==> src/rtl/layer5_argmax.sv <==
// Iterative argmax over ReLU-clamped float32 node outputs: one word compared per clock.
// Latency NUM_NODES cycles from start to done; start is ignored while busy (no queueing).
module layer5_argmax #(
  parameter int NUM_NODES = 6,
  parameter int IDX_W     = 3
) (
  input  logic                    clk,
  input  logic                    rst_n,
  input  logic                    start,
  input  logic [NUM_NODES*32-1:0] node_bus,
  output logic                    busy,
  output logic                    done,
  output logic [IDX_W-1:0]        class_idx,
  output logic [31:0]             max_val
);

  typedef enum logic [1:0] {IDLE, SCAN, DONE} state_t;

  localparam logic [IDX_W-1:0] LAST = IDX_W'(NUM_NODES - 1);

  state_t                  state, state_nxt;
  logic [NUM_NODES*32-1:0] snap;
  logic [IDX_W-1:0]        ptr;
  logic [IDX_W-1:0]        best_idx;
  logic [31:0]             best;
  logic [31:0]             cur;
  logic [31:0]             cur_clamped;
  logic                    load, step, fin;

  // Non-negative IEEE floats order the same as their unsigned bit patterns.
  function automatic logic [31:0] clamp(input logic [31:0] w);
    return w[31] ? 32'h0000_0000 : w;
  endfunction

  always_comb begin
    cur = '0;
    for (int k = 0; k < NUM_NODES; k++) begin
      if (ptr == IDX_W'(k)) cur = snap[32*k +: 32];
    end
    cur_clamped = clamp(cur);
  end

  always_comb begin
    state_nxt = state;
    load      = 1'b0;
    step      = 1'b0;
    fin       = 1'b0;
    case (state)
      IDLE: begin
        if (start) begin
          load      = 1'b1;
          state_nxt = (NUM_NODES == 1) ? DONE : SCAN;
        end
      end
      SCAN: begin
        step = 1'b1;
        if (ptr == LAST) state_nxt = DONE;
      end
      DONE: begin
        fin       = 1'b1;
        state_nxt = IDLE;
      end
      default: state_nxt = IDLE;
    endcase
  end

  always_ff @(posedge clk or negedge rst_n) begin
    if (!rst_n) state <= IDLE;
    else        state <= state_nxt;
  end

  always_ff @(posedge clk or negedge rst_n) begin
    if (!rst_n) begin
      snap      <= '0;
      ptr       <= '0;
      best      <= '0;
      best_idx  <= '0;
      busy      <= 1'b0;
      done      <= 1'b0;
      class_idx <= '0;
      max_val   <= '0;
    end else begin
      done <= fin;
      if (load) begin
        snap     <= node_bus;
        best     <= clamp(node_bus[31:0]);
        best_idx <= '0;
        ptr      <= IDX_W'(1);
        busy     <= 1'b1;
      end else if (state == IDLE && done) begin
        // The done cycle is spent in IDLE so a start on the following edge is accepted.
        busy <= 1'b0;
      end
      if (step) begin
        if (cur_clamped > best) begin
          best     <= cur_clamped;
          best_idx <= ptr;
        end
        ptr <= ptr + IDX_W'(1);
      end
      if (fin) begin
        class_idx <= best_idx;
        max_val   <= best;
      end
    end
  end

endmodule

==> config.mk <==
export PLATFORM = sky130hd
export DESIGN_NAME = layer5_argmax
export DESIGN_NICKNAME = d
export VERILOG_FILES = /design/src/rtl/layer5_argmax.sv
export SDC_FILE = /design/constraint.sdc
export NUM_CORES = 1
export LEC_CHECK = 0
export ABC_AREA = 1
export ABC_CLOCK_PERIOD_IN_PS = 4550
export CAP_MARGIN = 20
export CORE_ASPECT_RATIO = 1.2
export CORE_MARGIN = 3
export CORE_UTILIZATION = 27
export CTS_BUF_LIST = sky130_fd_sc_hd__clkbuf_2
export DETAILED_ROUTE_END_ITERATION = 10
export PLACE_DENSITY_LB_ADDON = 0.15
export SETUP_SLACK_MARGIN = 0.1
export SYNTH_ARGS = -nofsm -noshare
export SYNTH_HDL_FRONTEND = slang
export SYNTH_SLANG_ARGS = --single-unit
==> constraint.sdc <==
create_clock -name clk -period 4.55 [get_ports clk]
set_input_delay 0.455 -clock clk [delete_from_list [all_inputs] [get_ports clk]]
set_output_delay 0.455 -clock clk [all_outputs]
set_load 0.005 [all_outputs]
Word level (Yosys, flattened, before mapping)
Index checks and enable logic that the tools add are counted.
{ "word_totals": {"word_cells": 51, "regBits": 269, "out_inout_bits": 37, "inputBits": 195} }
{ "op_classes": {"add_sub_neg": 1, "mux": 25, "n_lt_le_gt_ge": 1, "eq_ne": 9, "reduce_logical": 6} }
{ "ops": {"columns": ["op", "count"], "rows": [
  ["$mux W32", 9],
  ["$mux W31", 2],
  ["$gt A31 B32 Y1", 1],
  ["$mux W3", 5],
  ["$eq A3 B2 Y1 const B", 2],
  ["$eq A3 B3 Y1 const B", 2],
  ["$mux W1", 6],
  ["$mux W2", 2],
  ["$ne A2 B2 Y1 const B", 2],
  ["$pmux W2 S2", 1],
  ["$reduce_bool A2 Y1", 2],
  ["$add A3 B1 Y3 const B", 1],
  ["$eq A3 B1 Y1 const B", 1],
  ["$logic_not A3 Y1", 1],
  ["$eq A2 B1 Y1 const B", 1],
  ["$eq A2 B2 Y1 const B", 1],
  ["$logic_not A2 Y1", 1],
  ["$reduce_and A2 Y1", 1],
  ["$logic_and A1 B1 Y1", 1]
]} }

Longest topological paths before layout
{ "depth": {"ltp_word": 11, "ltp_mapped": 30, "depth_no_buf": 28} }

Least setup slack after synthesis
OpenSTA, ideal clock, no wires.
{ "synth_timing": {"path_kind": "register to register", "from": "register ptr[0]", "to": "register best[10]", "period_less_slack_ns": 2.963, "n_path_buf": 3, "stages_incl_launch_ff": 23, "path_slack_ns": 1.587, "setup_ns": 0.066, "required_ns": 4.484, "arrival_ns": 2.898, "cell_sequence": "dfrtp_1 > ha_1 > ha_1 > buf_2 > inv_1 > clkbuf_1 > o21ai_0 > inv_1 > nand2_1 > nand2_1 > a21oi_1 > nor2_2 > ha_1 > nand2_1 > inv_1 > nand3_1 > nor2_1 > nand3_1 > nor2_1 > nor2_2 > clkbuf_1 > nand3_1 > nand2_1"} }
{ "synth_between": {"elab_chain_cells": 11, "elab_cells_between_ends": 16, "classes_between": "1 x order compare; 5 x eq/ne; 9 x mux; 1 x reduce/logical"} }
{ "synth_lines": {"columns": ["item", "line", "source"], "rows": [
  ["from (decl)", "23", "logic [IDX_W-1:0] ptr;"],
  ["from (signal assigned)", "99", "ptr <= ptr + IDX_W'(1);"],
  ["$logic_not A3 Y1", "38", "if (ptr == IDX_W'(k)) cur = snap[32*k +: 32];"],
  ["$mux W32 (5 in series)", "38", null],
  ["$mux W32 *", "38", null],
  ["$mux W31 *", "32", "return w[31] ? 32'h0000_0000 : w;"],
  ["$gt A31 B32 Y1", "95", "if (cur_clamped > best) begin"],
  ["$mux W32 *", "95", null],
  ["$mux W32 *", "94", "if (step) begin"],
  ["to (signal assigned)", "86", "best <= clamp(node_bus[31:0]);"],
  ["to (signal assigned)", "96", "best <= cur_clamped;"],
  ["to (decl)", "25", "logic [31:0] best;"]
]} }
Mark *: on every way between the ends. The rest lies on a longest branch, timed or not.
A chain may end at the register's enable or synchronous reset.

Final worst setup path
{ "layout_timing": {"from": "register ptr[1]", "to": "register best_idx[0]"} }
{ "layout_between": {"elab_chain_cells": 11, "elab_cells_between_ends": 16, "classes_between": "1 x order compare; 5 x eq/ne; 9 x mux; 1 x reduce/logical"} }
{ "layout_lines": {"columns": ["item", "line", "source"], "rows": [
  ["$logic_not A3 Y1", "38", null],
  ["$mux W32 (5 in series)", "38", null],
  ["$mux W32 *", "38", null],
  ["$mux W31 *", "32", null],
  ["$gt A31 B32 Y1 *", "95", null],
  ["$mux W3 *", "95", null],
  ["$mux W3 *", "94", null],
  ["to (signal assigned)", "97", "best_idx <= ptr;"],
  ["to (decl)", "24", "logic [IDX_W-1:0] best_idx;"]
]} }
Marks and branches as above.

==> run_summary.xml <==
<?xml version="1.0" encoding="UTF-8"?>
<metrics>
  <group name="power">
    <metric name="fin_total_pwr" unit="mW">13.0</metric>
    <metric name="p_sw" unit="mW">6.32</metric>
    <metric name="switching_share" unit="%">48.5</metric>
    <metric name="p_int" unit="mW">6.72</metric>
    <metric name="total_leakage_power" unit="nW">9.59</metric>
    <metric name="pwr_per_cell_area" unit="mW/mm²">699</metric>
    <metric name="seq_power_share" unit="%">31.7</metric>
    <metric name="clockPowerShare" unit="%">12.4</metric>
    <metric name="pwr-share-comb" unit="%">55.9</metric>
    <metric name="ir_drop" unit="µV">439</metric>
  </group>
  <group name="sta">
    <metric name="setup_tns_final" unit="ps">0</metric>
    <metric name="maxSlewViolCount" unit="">0</metric>
    <metric name="finalHoldViolations" unit="">0</metric>
    <metric name="clock_skew" unit="ps">73.7</metric>
    <metric name="rsz0062_at_grt" unit="">false</metric>
    <metric name="tightestPinTransition" unit="ps">949</metric>
    <metric name="setup_viol_count_final" unit="">0</metric>
    <metric name="max-slew-margin-rel" unit="%">36.6</metric>
    <metric name="hold_ws" unit="ps">131</metric>
    <metric name="post-route-min-period" unit="ps">3950</metric>
    <metric name="timing.fmax" unit="MHz">253</metric>
    <metric name="final_min_period_over_clock_period" unit="%">86.9</metric>
  </group>
  <group name="place">
    <metric name="final_hpwl_from_detailed_placement" unit="µm">33900</metric>
    <metric name="placed_cell_area" unit="mm²">0.0166</metric>
    <metric name="io_buffer_count" unit="">231</metric>
    <metric name="place_congestion" unit="">0.815</metric>
  </group>
  <group name="critical_path">
    <metric name="worstPathArrival" unit="ps">4850</metric>
    <metric name="worstSetupPathType" unit="">register to register</metric>
    <metric name="critPathRequiredTime" unit="ps">5440</metric>
    <metric name="crit_buf_inv" unit="">4</metric>
    <metric name="timing.critical_path.cells" unit="">inv_1 -&gt; ha_1 -&gt; buf_4 -&gt; nor2_1 -&gt; nand2_1 -&gt; nand3_1 -&gt; nand2_1 -&gt; nand2_2 -&gt; nand2_4 -&gt; nand3_2 -&gt; nor2_2 -&gt; ha_1 -&gt; nand2_1 -&gt; inv_1 -&gt; nand3_1 -&gt; nor2_1 -&gt; nand3_1 -&gt; nor2_1 -&gt; nor2_2 -&gt; buf_4 -&gt; nand3_1 -&gt; nand2_1</metric>
    <metric name="regToRegStartpoint" unit="">ptr[1]</metric>
    <metric name="critical_path.startpoint" unit="">ptr[1]</metric>
    <metric name="cpMaxStageDelayCell" unit="">dfrtp_1</metric>
    <metric name="crit_fanout" unit="">34</metric>
    <metric name="cp_slowest_stage_delay" unit="ps">430</metric>
    <metric name="timing.critical_path.max_delay_family" unit="">simple AND/OR/NAND/NOR gates</metric>
    <metric name="crit_end_category" unit="">register</metric>
    <metric name="cp-start-kind" unit="">register</metric>
  </group>
  <group name="drt">
    <metric name="drc" unit="">0</metric>
    <metric name="via_count" unit="">12900</metric>
    <metric name="drt-wirelength-per-cell" unit="µm">16.4</metric>
    <metric name="route.final.wire_length" unit="µm">47300</metric>
    <metric name="number_of_vias_per_cell_after_detailed_routing" unit="">4.48</metric>
    <metric name="drt.antenna.violating_nets" unit="">0</metric>
    <metric name="detail_route.first_pass.iterations" unit="">5</metric>
    <metric name="dr.first_iter.drc_count" unit="">927</metric>
  </group>
  <group name="yosys">
    <metric name="yosys.cell_types.count" unit="">31</metric>
    <metric name="postSynthNetCount" unit="">2062</metric>
    <metric name="synthesis.area_per_instance" unit="µm²">7.54</metric>
    <metric name="total_of_warnings_raised_by_yosys" unit="">0</metric>
    <metric name="ys_ff_latch" unit="">269</metric>
    <metric name="syn-cell-area" unit="mm²">0.0138</metric>
    <metric name="ys_seq_area_share" unit="%">48.7</metric>
    <metric name="netlist_instances" unit="">1831</metric>
  </group>
  <group name="outcome">
    <metric name="outcome" unit="">finished clean</metric>
  </group>
  <group name="grt">
    <metric name="grt_first_pass_wirelength" unit="µm">74100</metric>
    <metric name="grt_remaining_overflow" unit="">0</metric>
    <metric name="number_of_antenna_violations_at_the_first_check_in_global_routing" unit="">1</metric>
    <metric name="globalRouteTotalUtil" unit="%">17.7</metric>
    <metric name="pin_count_of_the_biggest_net_entering_global_routing" unit="">110</metric>
    <metric name="first_global_vias" unit="">12900</metric>
  </group>
  <group name="die">
    <metric name="core_region_area" unit="mm²">0.0504</metric>
    <metric name="top_level_pins" unit="">232</metric>
    <metric name="fp.dieArea" unit="mm²">0.0539</metric>
    <metric name="floorplan.initialDensity" unit="%">27.4</metric>
    <metric name="width_of_the_die" unit="µm">212</metric>
    <metric name="overall_die_height" unit="µm">254</metric>
    <metric name="num_rows" unit="">90</metric>
  </group>
  <group name="clock_tree">
    <metric name="clock-sinks" unit="">269</metric>
    <metric name="cts_tree" unit="">yes</metric>
    <metric name="tritoncts_buffers" unit="">73</metric>
    <metric name="clkLatencyLatePin" unit="ps">960</metric>
    <metric name="cts-root-to-sink-buffers" unit="">3</metric>
    <metric name="cts_htree_levels" unit="">3</metric>
    <metric name="clk_transition_reported_paths" unit="ps">110</metric>
    <metric name="clock-root-buffer" unit="">clkbuf_2</metric>
  </group>
  <group name="final_layout">
    <metric name="syn_to_final_growth" unit="%">35.1</metric>
    <metric name="final_core_utilization" unit="%">37.0</metric>
    <metric name="num-nets-final" unit="">2425</metric>
    <metric name="post_route_cells_drive_above_1_share" unit="%">10.7</metric>
    <metric name="final_area" unit="mm²">0.0187</metric>
  </group>
  <group name="flow_run">
    <metric name="drv.max_cap_violation_count" unit="">0</metric>
  </group>
  <group name="min_path">
    <metric name="min_path_type" unit="">input pin to register</metric>
    <metric name="timing.hold.worst.start" unit="">node_bus[125]</metric>
  </group>
</metrics>
-- cells by family after synthesis --
kind of cell	share of synthesized area [%]
compound gates	6.95
fa+ha+maj	3.26
buf+inv	7.25
flops	48.7
simple gates	33.8
-- per-stage QoR --
stage | setup slack (ps) | cells
6_report | 596 | 2881
5_1_grt | 222 | 2881
4_1_cts | 415 | 2879
3_5_place_dp | 486 | 2620
3_3_place_gp | 559 | 2620
2_1_floorplan | 1590 | 1831
-- path summary, 6_finish.rpt --
kind	slack [ps]	cells past startpoint	end
min in group asynchronous	140	2	max_val[7]
worst max-delay path	600	22	best_idx[0]
worst min-delay path	130	3	snap[125]
max in group asynchronous	3130	3	snap[149]
worst min register to register	480	2	snap[188]
worst max register to register	600	22	best_idx[0]
-- power by group through the flow --
stage | combinational [mW] | sequential (mW) | clock, mW
4_1_cts | 7.35 | 4.15 | 1.71
3_5_place_dp | 7.22 | 4.20 | 0
5_1_grt | 8.30 | 4.27 | 1.84
3_3_place_gp | 7.15 | 4.18 | 0
2_1_floorplan | 5.06 | 3.95 | 0
6_report | 7.29 | 4.14 | 1.61
-- tightest hold or removal path, delay by kind of cell --
kind / cells / cell delay, ps
buffers and inverters: 1 / 390
and+or+nand+nor: 2 / 160
-- registers in the layout (all words and copies together), names as in the netlist --
name,flops
ptr,3
best_idx,3
max_val,32
done,1
state,2
class_idx,3
snap,192
best,32
busy,1
-- cells in the mapped netlist (all sizes together) --
cell type	instances	share of area [%]
a21o	2	0.11
a21oi	40	1.4
buf	57	2.3
clkbuf	53	1.5
clkinv	2	0.054
dfrtp	269	49
ha	36	3.3
inv	125	3.4
nand2	855	23
nand3	133	5.9
nand4	1	0.045
nor2	87	3.0
nor3	1	0.072
o21ai	105	3.8
o21bai	2	0.11
o22ai	32	1.4
or2	31	1.4
-- cell usage in the layout, fill, tap and decap left out --
master | synthesis | routed
nor2_2 | 32 | 32
nor3_2 | 1 | 1
nor2_4 | 1 | 1
nand2_1 | 849 | 847
o21bai_1 | 2 | 2
inv_1 | 121 | 121
buf_4 | 1 | 22
nand3_1 | 104 | 104
dfrtp_1 | 269 | 269
nand4_1 | 1 | 1
inv_2 | 3 | 5
nand2_4 | 2 | 4
nor2_1 | 54 | 54
o21ai_1 | 1 | 1
nand2_2 | 4 | 4
ha_1 | 36 | 36
or2_2 | 31 | 31
clkdlybuf4s50_1 | 0 | 230
a21o_1 | 2 | 2
clkinv_1 | 2 | 12
buf_8 | 3 | 1
buf_12 | 0 | 2
inv_6 | 1 | 2
diode_2 | 0 | 1
nand3_2 | 29 | 29
buf_16 | 0 | 1
a21oi_1 | 40 | 40
o21ai_0 | 103 | 103
dlygate4sd3_1 | 0 | 142
o21ai_2 | 1 | 1
clkbuf_2 | 2 | 104
o22ai_1 | 32 | 32
-- timing repair --
item / 4_1_cts / 5_1_grt
hold buffers: 142 / 0
buffers inserted: 0 / 0
hold endpoints to repair: 247 / 0
gates resized for setup: 0 / 1
endpoints found under the setup margin: 0 / 2
-- layout make-up --
cell class                 instances  area [µm²]
sequential                       269        6730
multi-input combinational       1325        6090
clock buffer                     104         520
clock inverter                    13        48.8
tap                              644         806
fill                            5348       31800
inverter                         127         487
antenna                            1        2.50
timing repair buffer             398        3970
-- metal layers --
layer	routed length (µm)	global-route usage (%)	up-vias
met1	22900	25.8	6001
li1	-	-	6488
met4	1070	6.12	0
met2	20700	26.4	359
met3	2650	3.10	68
met5	0	0	-
No activity file was read; power rests on OpenSTA's default activity.
